<file path="src/rtl/dd_timeout_marker.sv">
// Marks un-acked packets in [rtx_start, rtx_end) of a circular retransmit window.
// The window is processed CHUNK bits per cycle, so the compare logic does not grow with WIN_SIZE.
module dd_timeout_marker #(
    parameter int unsigned WIN_SIZE  = 64,
    parameter int unsigned SEQ_W     = 32,
    parameter int unsigned CHUNK     = 16,
    parameter int unsigned FLOW_ID_W = 10
) (
    input  logic                 clk,
    input  logic                 rst,
    input  logic                 in_valid,
    output logic                 in_ready,
    input  logic [FLOW_ID_W-1:0] in_flow_id,
    input  logic                 in_mark_rtx,
    input  logic [SEQ_W-1:0]     in_rtx_start,
    input  logic [SEQ_W-1:0]     in_rtx_end,
    input  logic [SEQ_W-1:0]     in_wnd_start,
    input  logic [$clog2(WIN_SIZE)-1:0] in_wnd_ind,
    input  logic [WIN_SIZE-1:0]  in_acked_wnd,
    input  logic [WIN_SIZE-1:0]  in_rtx_wnd,
    output logic                 out_valid,
    input  logic                 out_ready,
    output logic [FLOW_ID_W-1:0] out_flow_id,
    output logic [WIN_SIZE-1:0]  out_rtx_wnd,
    output logic [$clog2(WIN_SIZE+1)-1:0] out_mark_cnt,
    output logic                 out_range_err
);

    localparam int unsigned IND_W  = $clog2(WIN_SIZE);
    localparam int unsigned NCHUNK = WIN_SIZE / CHUNK;
    localparam int unsigned CNT_W  = $clog2(WIN_SIZE + 1);
    localparam int unsigned CHK_W  = (NCHUNK > 1) ? $clog2(NCHUNK) : 1;
    localparam int unsigned POP_W  = $clog2(CHUNK + 1);

    typedef enum logic [1:0] {
        IDLE = 2'd0,
        MARK = 2'd1,
        OUT  = 2'd2
    } state_t;

    state_t state_q, state_nxt;

    logic [CHK_W-1:0]    chunk_q;
    logic [IND_W-1:0]    s_ind_q;
    logic [CNT_W-1:0]    len_q;
    logic                en_q;
    logic [WIN_SIZE-1:0] acked_q;
    logic [WIN_SIZE-1:0] rtx_in_q;

    // Accept-cycle range arithmetic, all modulo 2^SEQ_W
    logic [SEQ_W-1:0] off_c;
    logic [SEQ_W-1:0] len_raw_c;
    logic             err_c;
    logic [CNT_W-1:0] len_clip_c;
    logic [IND_W-1:0] s_ind_c;
    logic             en_c;

    always_comb begin
        off_c      = in_rtx_start - in_wnd_start;
        len_raw_c  = in_rtx_end - in_rtx_start;
        err_c      = in_mark_rtx & (off_c >= SEQ_W'(WIN_SIZE));
        len_clip_c = (len_raw_c >= SEQ_W'(WIN_SIZE)) ? CNT_W'(WIN_SIZE) : CNT_W'(len_raw_c);
        s_ind_c    = IND_W'(off_c) + in_wnd_ind;
        en_c       = in_mark_rtx & ~err_c & (len_clip_c != '0);
    end

    // One chunk of the window: modular distance from s_ind decides the hit, so wrap is free
    logic [IND_W-1:0] base_c;
    logic [CHUNK-1:0] acked_chunk_c;
    logic [CHUNK-1:0] rtx_chunk_c;
    logic [CHUNK-1:0] new_chunk_c;
    logic [POP_W-1:0] pop_c;
    logic [IND_W-1:0] dist_c;
    logic             hit_c;
    logic             last_chunk_c;

    always_comb begin
        base_c        = IND_W'(chunk_q) * IND_W'(CHUNK);
        acked_chunk_c = acked_q[base_c +: CHUNK];
        rtx_chunk_c   = rtx_in_q[base_c +: CHUNK];
        new_chunk_c   = '0;
        pop_c         = '0;
        dist_c        = '0;
        hit_c         = 1'b0;
        for (int unsigned j = 0; j < CHUNK; j++) begin
            dist_c         = base_c + IND_W'(j) - s_ind_q;
            hit_c          = en_q & (CNT_W'(dist_c) < len_q);
            new_chunk_c[j] = ~acked_chunk_c[j] & (hit_c | rtx_chunk_c[j]);
            if (new_chunk_c[j] & ~rtx_chunk_c[j]) begin
                pop_c = pop_c + POP_W'(1);
            end
        end
        last_chunk_c = (chunk_q == CHK_W'(NCHUNK - 1));
    end

    logic accept_c;

    always_comb begin
        state_nxt = state_q;
        accept_c  = 1'b0;
        case (state_q)
            IDLE: begin
                if (in_valid) begin
                    accept_c  = 1'b1;
                    state_nxt = MARK;
                end
            end
            MARK: begin
                if (last_chunk_c) begin
                    state_nxt = OUT;
                end
            end
            OUT: begin
                if (out_ready) begin
                    state_nxt = IDLE;
                end
            end
            default: state_nxt = IDLE;
        endcase
    end

    always_ff @(posedge clk) begin
        if (rst) begin
            state_q <= IDLE;
        end else begin
            state_q <= state_nxt;
        end
    end

    // Handshake flags track the next state so they stay registered
    always_ff @(posedge clk) begin
        if (rst) begin
            in_ready      <= 1'b1;
            out_valid     <= 1'b0;
            out_flow_id   <= '0;
            out_rtx_wnd   <= '0;
            out_mark_cnt  <= '0;
            out_range_err <= 1'b0;
            chunk_q       <= '0;
            s_ind_q       <= '0;
            len_q         <= '0;
            en_q          <= 1'b0;
            acked_q       <= '0;
            rtx_in_q      <= '0;
        end else begin
            in_ready  <= (state_nxt == IDLE);
            out_valid <= (state_nxt == OUT);
            if (accept_c) begin
                chunk_q       <= '0;
                s_ind_q       <= s_ind_c;
                len_q         <= len_clip_c;
                en_q          <= en_c;
                acked_q       <= in_acked_wnd;
                rtx_in_q      <= in_rtx_wnd;
                out_flow_id   <= in_flow_id;
                out_mark_cnt  <= '0;
                out_range_err <= err_c;
            end
            if (state_q == MARK) begin
                out_rtx_wnd[base_c +: CHUNK] <= new_chunk_c;
                out_mark_cnt                 <= out_mark_cnt + CNT_W'(pop_c);
                chunk_q                      <= chunk_q + CHK_W'(1);
            end
        end
    end

endmodule

</file>
<file path="config.mk">
export PLATFORM = sky130hd
export DESIGN_NAME = dd_timeout_marker
export DESIGN_NICKNAME = d
export VERILOG_FILES = /design/src/rtl/dd_timeout_marker.sv
export SDC_FILE = /design/constraint.sdc
export NUM_CORES = 1
export LEC_CHECK = 0
export CELL_PAD_IN_SITES_DETAIL_PLACEMENT = 0
export CELL_PAD_IN_SITES_GLOBAL_PLACEMENT = 2
export CORE_MARGIN = 1
export CORE_UTILIZATION = 28
export CTS_CLUSTER_DIAMETER = 30
export DETAILED_ROUTE_END_ITERATION = 7
export HOLD_SLACK_MARGIN = 0.1
export PLACE_DENSITY_LB_ADDON = 0.1
export SLEW_MARGIN = 10
export SYNTH_ARGS = -nofsm -noshare
export SYNTH_HDL_FRONTEND = slang
export SYNTH_SLANG_ARGS = --single-unit
</file>
<file path="constraint.sdc">
create_clock -name clk -period 13.1 [get_ports clk]
set_clock_uncertainty 0.1 [all_clocks]
set_input_delay 2.62 -clock clk [delete_from_list [all_inputs] [get_ports clk]]
set_output_delay 2.62 -clock clk [all_outputs]
set_load 0.02 [all_outputs]
</file>
* Yosys cells after proc, flatten, opt, wreduce, memory -nomap -nowiden
Cells that the tools add are included.
** Word-level totals
- Bits of input ports :: 245
- Output and inout bits :: 84
- Word-level logic and storage cells :: 223
- Flip-flop bits (word level) :: 230
** Operators by class
- Reductions and logical operators :: 4
- Multiplexer cells :: 28
- Shift operators :: 4
- Bitwise logic cells :: 100
- Equal/unequal tests :: 4
- Order comparisons :: 18
- Add/sub/neg operators :: 52
** Operators with widths (number)
- variable part select 64 x 7 -> 16 bit :: 2
- less-than comparator 6 x 7 -> 1 bit :: 16
- subtractor 6 bit :: 16
- adder 5 x 1 -> 5 bit (second input constant) :: 15
- 2-to-1 mux 5 bit :: 15
- bitwise mux 64 bit :: 1
- greater-or-equal comparator 32 x 7 -> 1 bit (second input constant) :: 2
- variable shift 16 x 8 -> 64 bit (first input constant) :: 1
- variable part select 16 x 8 -> 64 bit :: 1
- subtractor 32 bit :: 2
- AND 1 bit :: 51
- adder 6 x 4 -> 6 bit (second input constant) :: 8
- inverter 1 bit :: 33
- adder 6 x 3 -> 6 bit (second input constant) :: 4
- 2-to-1 mux 7 bit :: 3
- OR 1 bit :: 16
- adder 6 x 2 -> 6 bit (second input constant) :: 2
- 2-to-1 mux 2 bit :: 5
- negator 6 -> 8 bit :: 1
- adder 7 x 5 -> 7 bit :: 1
- nonzero test 7 bit :: 1
- adder 6 x 1 -> 6 bit (second input constant) :: 1
- adder 6 bit :: 1
- equality test 2 bit (second input constant) :: 3
- 6 further kinds :: 9

* Longest topological paths before layout
Gate-level depths: netlist of the first run.
- Depth in word-level cells :: 39
- Mapped depth :: 59
- Mapped depth without buffers :: 57

* Worst setup path after synthesis of the first run
Ideal clock, no wire load.
- Path kind :: flip-flop to flip-flop
- From :: register chunk_q[1]
- To :: register out_mark_cnt[5]
- Library setup time :: 0.070 ns
- Arrival :: 12.053 ns
- Buffers on the path :: 5
- Clock period less this slack :: 12.224 ns
- Slack :: 0.876 ns
- Stages on the path, launching flop included :: 58
- Required time :: 12.930 ns
- Cells stage by stage :: dfxtp_1 > buf_2 > buf_1 > clkbuf_1 > xnor2_1 > clkbuf_1 > xnor2_1 > ha_1 > a21oi_1 > o211ai_1 > a311oi_4 > ha_1 > xnor2_2 > inv_1 > ha_1 > mux2_2 > ha_1 > inv_1 > [22 not listed] > nor3_1 > o32ai_4 > ha_1 > mux2i_1 > inv_1 > ha_1 > and3_1 > clkbuf_1 > and2_1 > o211ai_1 > nand2_1 > or2_1 > xnor2_1 > ha_1 > o21a_1 > o21ai_0 > or2_2 > a21oi_1
** Between the ends
- Longest elaborated chain between the ends :: 39
- Elaborated cells on any way between the ends :: 178
- Those cells by class :: 47 x add/sub; 16 x order compare; 2 x shift; 17 x mux; 96 x bitwise
** RTL lines
- from (decl) :: RTL line 43 : logic [CHK_W-1:0] chunk_q;
- from (signal assigned) :: RTL line 162 : chunk_q <= chunk_q + CHK_W'(1);
- subtractor 6 bit :: RTL line 86 : dist_c = base_c + IND_W'(j) - s_ind_q;
- less-than comparator 6 x 7 -> 1 bit :: RTL line 87 : hit_c = en_q & (CNT_W'(dist_c) < len_q);
- AND 1 bit :: RTL line 87
- OR 1 bit :: RTL line 88 : new_chunk_c[j] = ~acked_chunk_c[j] & (hit_c | rtx_chunk_c[j]);
- AND 1 bit :: RTL line 88
- AND 1 bit :: RTL line 89 : if (new_chunk_c[j] & ~rtx_chunk_c[j]) begin
- 2-to-1 mux 1 bit :: RTL line 89
- adder 5 x 1 -> 5 bit :: RTL line 90 : pop_c = pop_c + POP_W'(1);
- [23 not listed]
- adder 5 x 1 -> 5 bit :: RTL line 90
- 2-to-1 mux 5 bit :: RTL line 89
- adder 5 x 1 -> 5 bit :: RTL line 90
- 2-to-1 mux 5 bit :: RTL line 89
- adder 5 x 1 -> 5 bit :: RTL line 90
- 2-to-1 mux 5 bit (*) :: RTL line 89
- adder 7 x 5 -> 7 bit (*) :: RTL line 161 : out_mark_cnt <= out_mark_cnt + CNT_W'(pop_c);
- 2-to-1 mux 7 bit (*) :: RTL line 159 : if (state_q == MARK) begin
- to (signal assigned) :: RTL line 161
- to (decl) :: RTL line 25 : output logic [$clog2(WIN_SIZE+1)-1:0] out_mark_cnt,
Mark *: on every way between the ends. The rest lies on a longest branch, timed or not.
A chain may end at the register's enable or synchronous reset.

* Worst setup path in the final report of the first run
- From :: register s_ind_q[2]
- To :: register out_mark_cnt[5]
** Between the ends
- Longest elaborated chain between the ends :: 39
- Elaborated cells on any way between the ends :: 129
- Those cells by class :: 32 x add/sub; 16 x order compare; 17 x mux; 64 x bitwise
** RTL lines
- from (decl) :: RTL line 44 : logic [IND_W-1:0] s_ind_q;
- from (signal assigned) :: RTL line 150 : s_ind_q <= s_ind_c;
- subtractor 6 bit :: RTL line 86
- less-than comparator 6 x 7 -> 1 bit :: RTL line 87
- AND 1 bit :: RTL line 87
- OR 1 bit :: RTL line 88
- AND 1 bit :: RTL line 88
- AND 1 bit :: RTL line 89
- 2-to-1 mux 1 bit :: RTL line 89
- adder 5 x 1 -> 5 bit :: RTL line 90
- [23 not listed]
- adder 5 x 1 -> 5 bit :: RTL line 90
- 2-to-1 mux 5 bit :: RTL line 89
- adder 5 x 1 -> 5 bit :: RTL line 90
- 2-to-1 mux 5 bit :: RTL line 89
- adder 5 x 1 -> 5 bit :: RTL line 90
- 2-to-1 mux 5 bit (*) :: RTL line 89
- adder 7 x 5 -> 7 bit (*) :: RTL line 161
- 2-to-1 mux 7 bit (*) :: RTL line 159
Marked as above.

==> results of run 1 <==
[cell usage in the layout (no fill, tap or decap), types with 19 or more instances in the layout]
master,netlist,layout
nand2_1,384,383
clkdlybuf4s50_1,0,327
a21oi_1,275,275
dfxtp_1,230,228
nor2_1,177,177
ha_1,167,167
inv_1,141,141
xnor2_1,79,78
a22oi_1,72,72
clkbuf_16,0,66
o21ai_0,61,61
a21o_1,37,37
xor2_1,35,35
mux4_2,30,30
nand3_1,28,28
nor2b_1,19,19
[through the flow]
stage            util  power [W]
2_1_floorplan       -   0.001209
3_3_place_gp   0.3528   0.001456
3_5_place_dp   0.3528   0.001459
4_1_cts        0.3890   0.003005
5_1_grt        0.3890   0.003127
6_report       0.3893   0.002967
[logic make-up (layout without fill, tap and decap cells)]
| kind of cell | count (synthesis) | count (layout) | share of synthesized area |
|---|---|---|---|
| and+or+nand+nor | 736 | 736 | 0.1908 |
| AOI/OAI and AO/OA | 585 | 585 | 0.2223 |
| buffers and inverters | 246 | 604 | 0.05638 |
| DFF | 230 | 230 | 0.2734 |
| adders and majority gates | 172 | 172 | 0.1300 |
| xor gates and xnor gates | 125 | 125 | 0.07399 |
| muxes | 51 | 51 | 0.05319 |
| other | 0 | 8 | 0 |
[sequential cells by signal, indices dropped and copies added, names as in the netlist]
register and count:
acked_q 64, chunk_q 2, en_q 1, in_ready 1, len_q 7, out_flow_id 10, out_mark_cnt 7, out_range_err 1
out_rtx_wnd 64, out_valid 1, rtx_in_q 64, s_ind_q 6, state_q 2
[layer usage]
metal / wire, um / vias up
met1: 28440 / 7663
met4: 1244 / 22
met3: 3692 / 95
li1: - / 8175
met5: 138 / -
met2: 29860 / 377
[worst register-to-register path, delay by kind of cell (launching register included)]
family,cells,cell delay (ns)
XOR/XNOR,9,1.52
adder cells (fa/ha/maj),12,3.66
flip-flops,1,0.43
multiplexers,4,0.92
AO/OA/AOI/OAI,16,3.12
buffers and inverters,5,0.66
AND/OR/NAND/NOR,10,1.62
[layout make-up]
class                   instances  area (sq um)  area share
well taps                     773         967.2     0.04194
diodes                          8         20.02   0.0008680
flip-flops and latches        230          4607      0.1998
clock inverters                18         259.0     0.01123
repair buffers                345          3412      0.1479
multi-input cells            1669         11350      0.4922
clock buffers                  94          1887     0.08181
inverters                     147         559.3     0.02425
[worst paths after layout]
| check | cells past startpoint | endpoint | slack [ns] | start |
|---|---|---|---|---|
| min | 2 | rtx_in_q[9] | 0.35 | rtx_in_q[9] |
| min reg2reg | 2 | rtx_in_q[9] | 0.35 | rtx_in_q[9] |
| max reg2reg | 56 | out_mark_cnt[5] | 0.87 | s_ind_q[2] |
| max | 56 | out_mark_cnt[5] | 0.87 | s_ind_q[2] |
[report_power, final]
part           total (W)  internal (W)  switching, W
Clock            0.00152       0.00105      0.000471
Sequential      0.000752      0.000732     0.0000191
Combinational   0.000692      0.000302      0.000391
==> impl.org, run 1 <==
** Finish
- Number of inserted filler cells in the final layout :: between 6,000 and 7,000
- Summing all non-filler instances in the final layout gives an area of around 23,000 sq um.
- Relative to the synthesized area, the layout overhead comes to 36.93%.
- Final nets :: approximately 2,900
- In the final layout, the share of cells above drive strength 1 is 0.07911.
- Final standard cell count with taps included and fillers excluded :: between 3,000 and 4,000

** Critical path
- Critical path arrival :: between 10 and 15 ns
- In this design, the critical path's most frequently occurring cell is ha_1.
- The number of buffers and inverters on the critical path is 5.
- Family with the most delay on the worst path :: adder cells
- Delay of the slowest critical-path stage :: around 0.43 ns
- STA classifies the critical path startpoint as a register.
- Data on the critical path is required at its endpoint by between 10 and 15 ns.
- The largest individual stage delay along the critical path comes from the cell dfxtp_1.
- Critical path endpoint category :: register
- Along the worst path, the maximum fanout reaches 10.
- Crit Path Class :: reg -> reg

** Global routing
- Maximum number of pins on one net before global-route repair :: about 160
- The layer flagged by global routing as most heavily used is met2.
- Global-route track usage on met1 :: 0.2608
- Met3 global-route usage :: 0.05578
- Aggregate global-route resource usage :: 0.2056
- Final global-route overflow total :: 0
- Wire length of the first global-routing pass :: approximately 96,000 um
- Met2 GRT Util :: 0.3409
- The number of global-route vias before repair was roughly 16,000.
- The initial antenna violation count was 20.

** Detailed routing
- First-pass iteration count of the detailed router :: 7
- For this run, design rule violations remaining after detail routing come to 12.
- The detail route stage leaves a number of antenna-violating nets equal to 0.
- Initial detailed-routing violation count :: ~860
- In the routed layout, each cell is associated on average with a via count of 4.973.
- Summed over all layers, the routed wires come to 63,370 um.
- Vias after detailed routing :: about 16,000
- Wire length per cell after detailed routing :: 19.30 um

** Outcome
- The flow ran to the end, but the final reports show violations.
- Violated checks :: design-rule violations

** Job
- The tool flagged a number of max-cap violations equal to 0.

** STA
- For the pin with the worst max-slew slack, the measured transition is approximately 1.3 ns.
- Total of endpoints with negative setup slack in the final report :: 0
- Maximum frequency from static timing analysis :: around 0.082 GHz
- PnR worst setup slack :: between 0.8 and 0.9 ns
- Share of the cycle needed by the critical path after routing :: 0.9335
- Number of pins exceeding their max-slew limit in the final report :: 0
- Final hold viol count :: 0
- Across all hold checks on the routed design, the worst slack comes to 0.3496 ns.
- Headroom to the max-slew limit came out at 0.1617.
- Setup repair after global routing left no endpoint under its margin.
- Setup total negative slack on the finished layout was measured at 0 ns.
- Min cycle time layout :: between 10 and 15 ns

** CTS
- For this design, the CTS-stage hold fixing added 0 buffers.
- CTS placed an instance of clkbuf_16 at the clock tree root.
- Clock-pin slew on the worst setup and hold paths :: roughly 0.040 ns
- CTS H-tree depth :: 3
- The clock reaches the later pin of the worst-skew pair after 0.59 ns.
- CTS Sinks :: 230
- After clock tree synthesis, the repair step resized 0 gates.
- In this run the deepest clock path goes through 3 buffers.
- Clock tree from TritonCTS :: yes
- Inserted Clock Buffers :: 66
- Number of setup buffers added after CTS :: 0

** Placed design
- Port-buffer cells :: around 330
- Routability congestion estimate :: just under 0.9
- Once placement completed, the tool counted placed cells totaling 3,164.
- Cell area after placement :: between 20,000 and 25,000 sq um
- Post-DP HPWL :: a little under 50,000 um
- Dpl ws :: 0.9173 ns

** Synthesis
- In the synthesized netlist, the cells that appear most often are nand2_1 (384), a21oi_1 (275), dfxtp_1 (230), nor2_1 (177), ha_1 (167).
- The share of the Yosys chip area taken by registers is 0.2734.
- Counting flops and latches in the post-synthesis netlist gives 230.
- Library cells used by synthesis :: 80
- In the synthesized netlist the dominant register cell turns out to be dfxtp_1.
- Synthesis handed over a netlist of about 2,100 instances.
- Cell area after technology mapping :: between 15,000 and 20,000 sq um
- By area the synthesized netlist is led by dfxtp_1 (27%), ha_1 (12%), nand2_1 (8.6%), a21oi_1 (8.2%), xnor2_1 (4.1%).
- Library cell with the largest summed area after synthesis :: dfxtp_1
- A synthesized cell averages ~7.9 sq um.
- Async SR Flop Fraction :: 0
- Number of enable-type register cells in the synthesized netlist :: 0
- When the netlist entered floorplanning its net count stood at roughly 2,600.
- Most instantiated library cell after synthesis :: nand2_1
- Number of warnings printed during yosys synthesis :: 0
- Of the post-synthesis cell area, the dominant cell type holds 0.2734.

** Floorplan
- For this configuration, the core starts out at a cell density of 0.2843.
- The floorplan step defined a core boundary enclosing between 50,000 and 60,000 sq um.
- Horiz. Die Dim :: around 250 um
- The die covers 61,140 sq um.
- about 330 I/O pins were placed.
- Die outline height :: around 250 um
- Number of standard-cell rows in the floorplan :: between 80 and 90

** Hold path
- Class of the worst hold path :: reg -> reg

** Power and ir drop
- Pwr dens :: ~130 nW/um^2
- In this run the static leakage power is about 9.4 nW.
- IR analysis of the VDD net gives a maximum drop of approximately 75 uV.
Note: power is estimated with default switching activity, not from simulation.
==> run 2, diff against run 1 <==
Settings changed: CAP_MARGIN from default to 20, CTS_CLUSTER_DIAMETER 30 to 120, PLACE_DENSITY from default to 0.84, PLACE_DENSITY_LB_ADDON 0.1 to default.
==> run 2 against run 1 <==
Largest power group unchanged. Flip-flop and latch count unchanged. Critical path depth decreased by 1. The run still ends with design-rule violations left. Cell count fell by 2.1%. Clock power fell by 49%. Die area unchanged. First-iteration DRC count increased by 18%. Highest routed layer unchanged. Fmax shrank 0.90%. Non-clock buffer count grew 2. Routed wire length decreased by 6.9%.
==> impl.org, run 2 (synthesis gave the netlist of run 1 again) <==
** Outcome
- The flow ran to the end, but the final reports show violations.
- Violated checks :: design-rule violations

** CTS
- CTS built an H-tree with a depth of 1.
- Worst skew pair latency :: ~0.57 ns
- CTS Sinks :: 230
- Number of buffers between clock root and the deepest sink :: 3
- TritonCTS built the clock tree.
- CTS hold repair buffers :: 0
- Number of setup buffers added after CTS :: 0
- Clock tree synthesis inserted a total of 28 buffers.
- The root buffer cell chosen for the clock tree is clkbuf_16.
- Clock-pin slew on the worst setup and hold paths :: ~0.06 ns

** Critical path
- RR Startpoint :: s_ind_q[2]
- STA classifies the critical path endpoint as a register.
- Reg-to-reg endpoint :: out_mark_cnt[6]
- Crit. Startpoint :: s_ind_q[2]
- STA puts the critical path data arrival time at about 13 ns.
- Register-to-Register Setup Slack :: 0.76 ns
- Critical Path Fanout Max :: 10
- The worst register-to-register path has a depth of 55.
- The critical path is of the reg -> reg type.
- STA puts the critical path data required time at ~13 ns.
- Critical Path Start Type :: register
- The slowest stage of the critical path is the dfxtp_1 cell.
- In this design, the stage delay of the slowest critical-path cell is around 0.6 ns.
- In this design, the critical path's most frequently occurring cell is ha_1.

** Job
- Max-cap violations in this run came to 0.

** Placed design
- Routability congestion estimate :: between 0.8 and 0.9
- The wire-length estimate of the detail-placed layout is about 46,000 um.
- Prior to clock tree synthesis, the placed netlist has a worst setup slack of 0.7469 ns.
- Port-buffer cells :: 328

** Detailed routing
- After detailed routing, the average wire length per cell comes to between 15 and 20 um.
- Detail-routed via count per cell :: ~5
- For this run, design rule violations remaining after detail routing come to 6.
- The first TritonRoute pass finished after 7 iterations.
- The detailed router placed 16,340 vias in this run.
- After detailed routing, the total wire length is between 50,000 and 60,000 um.
- Post-route antenna net violation count :: 0
- Initial detailed-routing violation count :: between 1,000 and 1,500

** Global routing
- Number of antenna violations at the first check in global routing :: 2
- Final global-route overflow total :: 0
- Maximum number of pins on one net before global-route repair :: a little under 100
- Aggregate global-route resource usage :: 0.1867
- Vias in the first global route :: between 15,000 and 20,000
- Wire length of the first global-routing pass :: around 90,000 um

** Finish
- 0 antenna diodes ended up in the layout.
- The library cell used most frequently in the layout, excluding fill and tap cells, is nand2_1.
- The layout has around 6,000 filler cells.
- After the last flow step, the layout net total stands at around 2,800.
- The largest registers in the layout are acked_q x64, out_rtx_wnd x64, rtx_in_q x64.
- Of the cells placed in the final design, the portion with a size suffix greater than 1 is 0.06063.
- Synthesis-to-finish area growth :: 29.52%
- Most frequent cells in the layout :: nand2_1 (383), clkdlybuf4s50_1 (327), a21oi_1 (275)

** Hold path
- Hold path startpoint :: rtx_in_q[15]
- Class of the worst hold path :: reg -> reg
- The worst hold path passes through 2 cells.
- Hold-critical path endpoint :: rtx_in_q[15]

** STA
- Setup repair after global routing missed its margin :: no
- Worst-Margin Slew :: 1.001 ns
- Number of pins exceeding their max-slew limit in the final report :: 0
- The hold violation count in the final report came to 0.
- After layout, the worst setup slack is around 0.76 ns.
- In this run the tightest slew margin relative to its limit is 0.3324.
- Total of endpoints with negative setup slack in the final report :: 0
- Setup total negative slack on the finished layout was measured at 0 ns.
- Min cycle time layout :: approximately 12 ns
- Share of the cycle needed by the critical path after routing :: 0.9420
- Maximum frequency from static timing analysis :: about 0.081 GHz

** Floorplan
- Die outline height :: approximately 250 um
- Number of I/O pins :: between 300 and 400
- The initialized floorplan defines 89 standard-cell rows.
- The initial utilization of the core area, before any placement, comes to 0.2843.
- Placeable core region :: a little under 60,000 sq um
- Die outline area :: around 60,000 sq um
- Measured along the x axis, the die boundary spans roughly 250 um.

** Power and ir drop
- Maximum ir drop on the vdd rail :: 98.81 uV
- In this run the power density over the cells is approximately 100 nW/um^2.
- Overall power consumption after layout is estimated at 0.002220 W.
- Leakage power total :: 8.761 nW
run 2: cell types whose count changed in the layout (fill, tap and decap cells not counted), sizes merged:
cell / previous run / this run
clkinvlp: 1 / 2
diode: 8 / 0
bufinv: 3 / 1
clkinv: 12 / 4
clkbuf: 94 / 40
inv: 149 / 148
buf: 18 / 20
run 2: worst max-delay path by stage:
stage | depth (start not counted) | to | slack, ns
2_1_floorplan | 57 | out_mark_cnt[5] | 0.88
3_3_place_gp | 55 | out_mark_cnt[5] | 1.12
3_5_place_dp | 55 | out_mark_cnt[6] | 0.75
4_1_cts | 55 | out_mark_cnt[6] | 0.69
5_1_grt | 55 | out_mark_cnt[5] | 0.04
6_report | 55 | out_mark_cnt[6] | 0.76
run 2: through the flow:
| stage | hold slack, ns | std cells | instance area (sq um) | util |
|---|---|---|---|---|
| after floorplan | 0.3318 | 2145 | 16840 | - |
| after CTS | 0.3540 | 3214 | 21800 | 0.3681 |
| after global placement | 0.3395 | 3166 | 20890 | 0.3526 |
| after global routing | 0.3673 | 3214 | 21820 | 0.3683 |
| final | 0.3519 | 3214 | 21820 | 0.3683 |
| after detailed placement | 0.3460 | 3166 | 20890 | 0.3526 |
run 2: power by group:
group / internal, W / switching [W] / leakage, nW
sequential: 0.000729 / 0.0000178 / 1.88
clock: 0.000456 / 0.000319 / 0.445
combinational: 0.000301 / 0.000397 / 6.44
total: 0.00149 / 0.000734 / 8.76
run 2: worst max-delay path: cells and delay by family (launching register included):
family / cells / cell delay [ns]
compound gates: 15 / 2.93
mux: 4 / 0.96
fa+ha+maj: 12 / 3.71
simple gates: 11 / 1.91
buf+inv: 4 / 0.40
flops: 1 / 0.59
xor+xnor: 9 / 1.63
run 2: cell type report:
cell class,instances,area (sq um),area share
clock buffer,40,825.8,0.03785
clock inverter,8,92.59,0.004244
inverter,147,559.3,0.02564
multi-input combinational,1669,11340,0.5197
sequential,230,4607,0.2112
tap,773,967.2,0.04433
timing repair buffer,347,3427,0.1571
run 2: routing by layer:
| metal | wire length [um] | part of all wire | GRT usage | vias up |
|---|---|---|---|---|
| li1 | - | - | - | 8053 |
| met1 | 26880 | 0.46 | 0.2496 | 7893 |
| met2 | 29030 | 0.49 | 0.3245 | 338 |
| met3 | 2163 | 0.037 | 0.02095 | 57 |
| met4 | 935 | 0.016 | 0.03122 | 2 |
| met5 | 11 | 0.00019 | 0 | - |
run 2: repair_timing:
action,CTS,global route
setup endpoints to repair,0,3
hold endpoints to repair,0,0
resized for setup,0,2
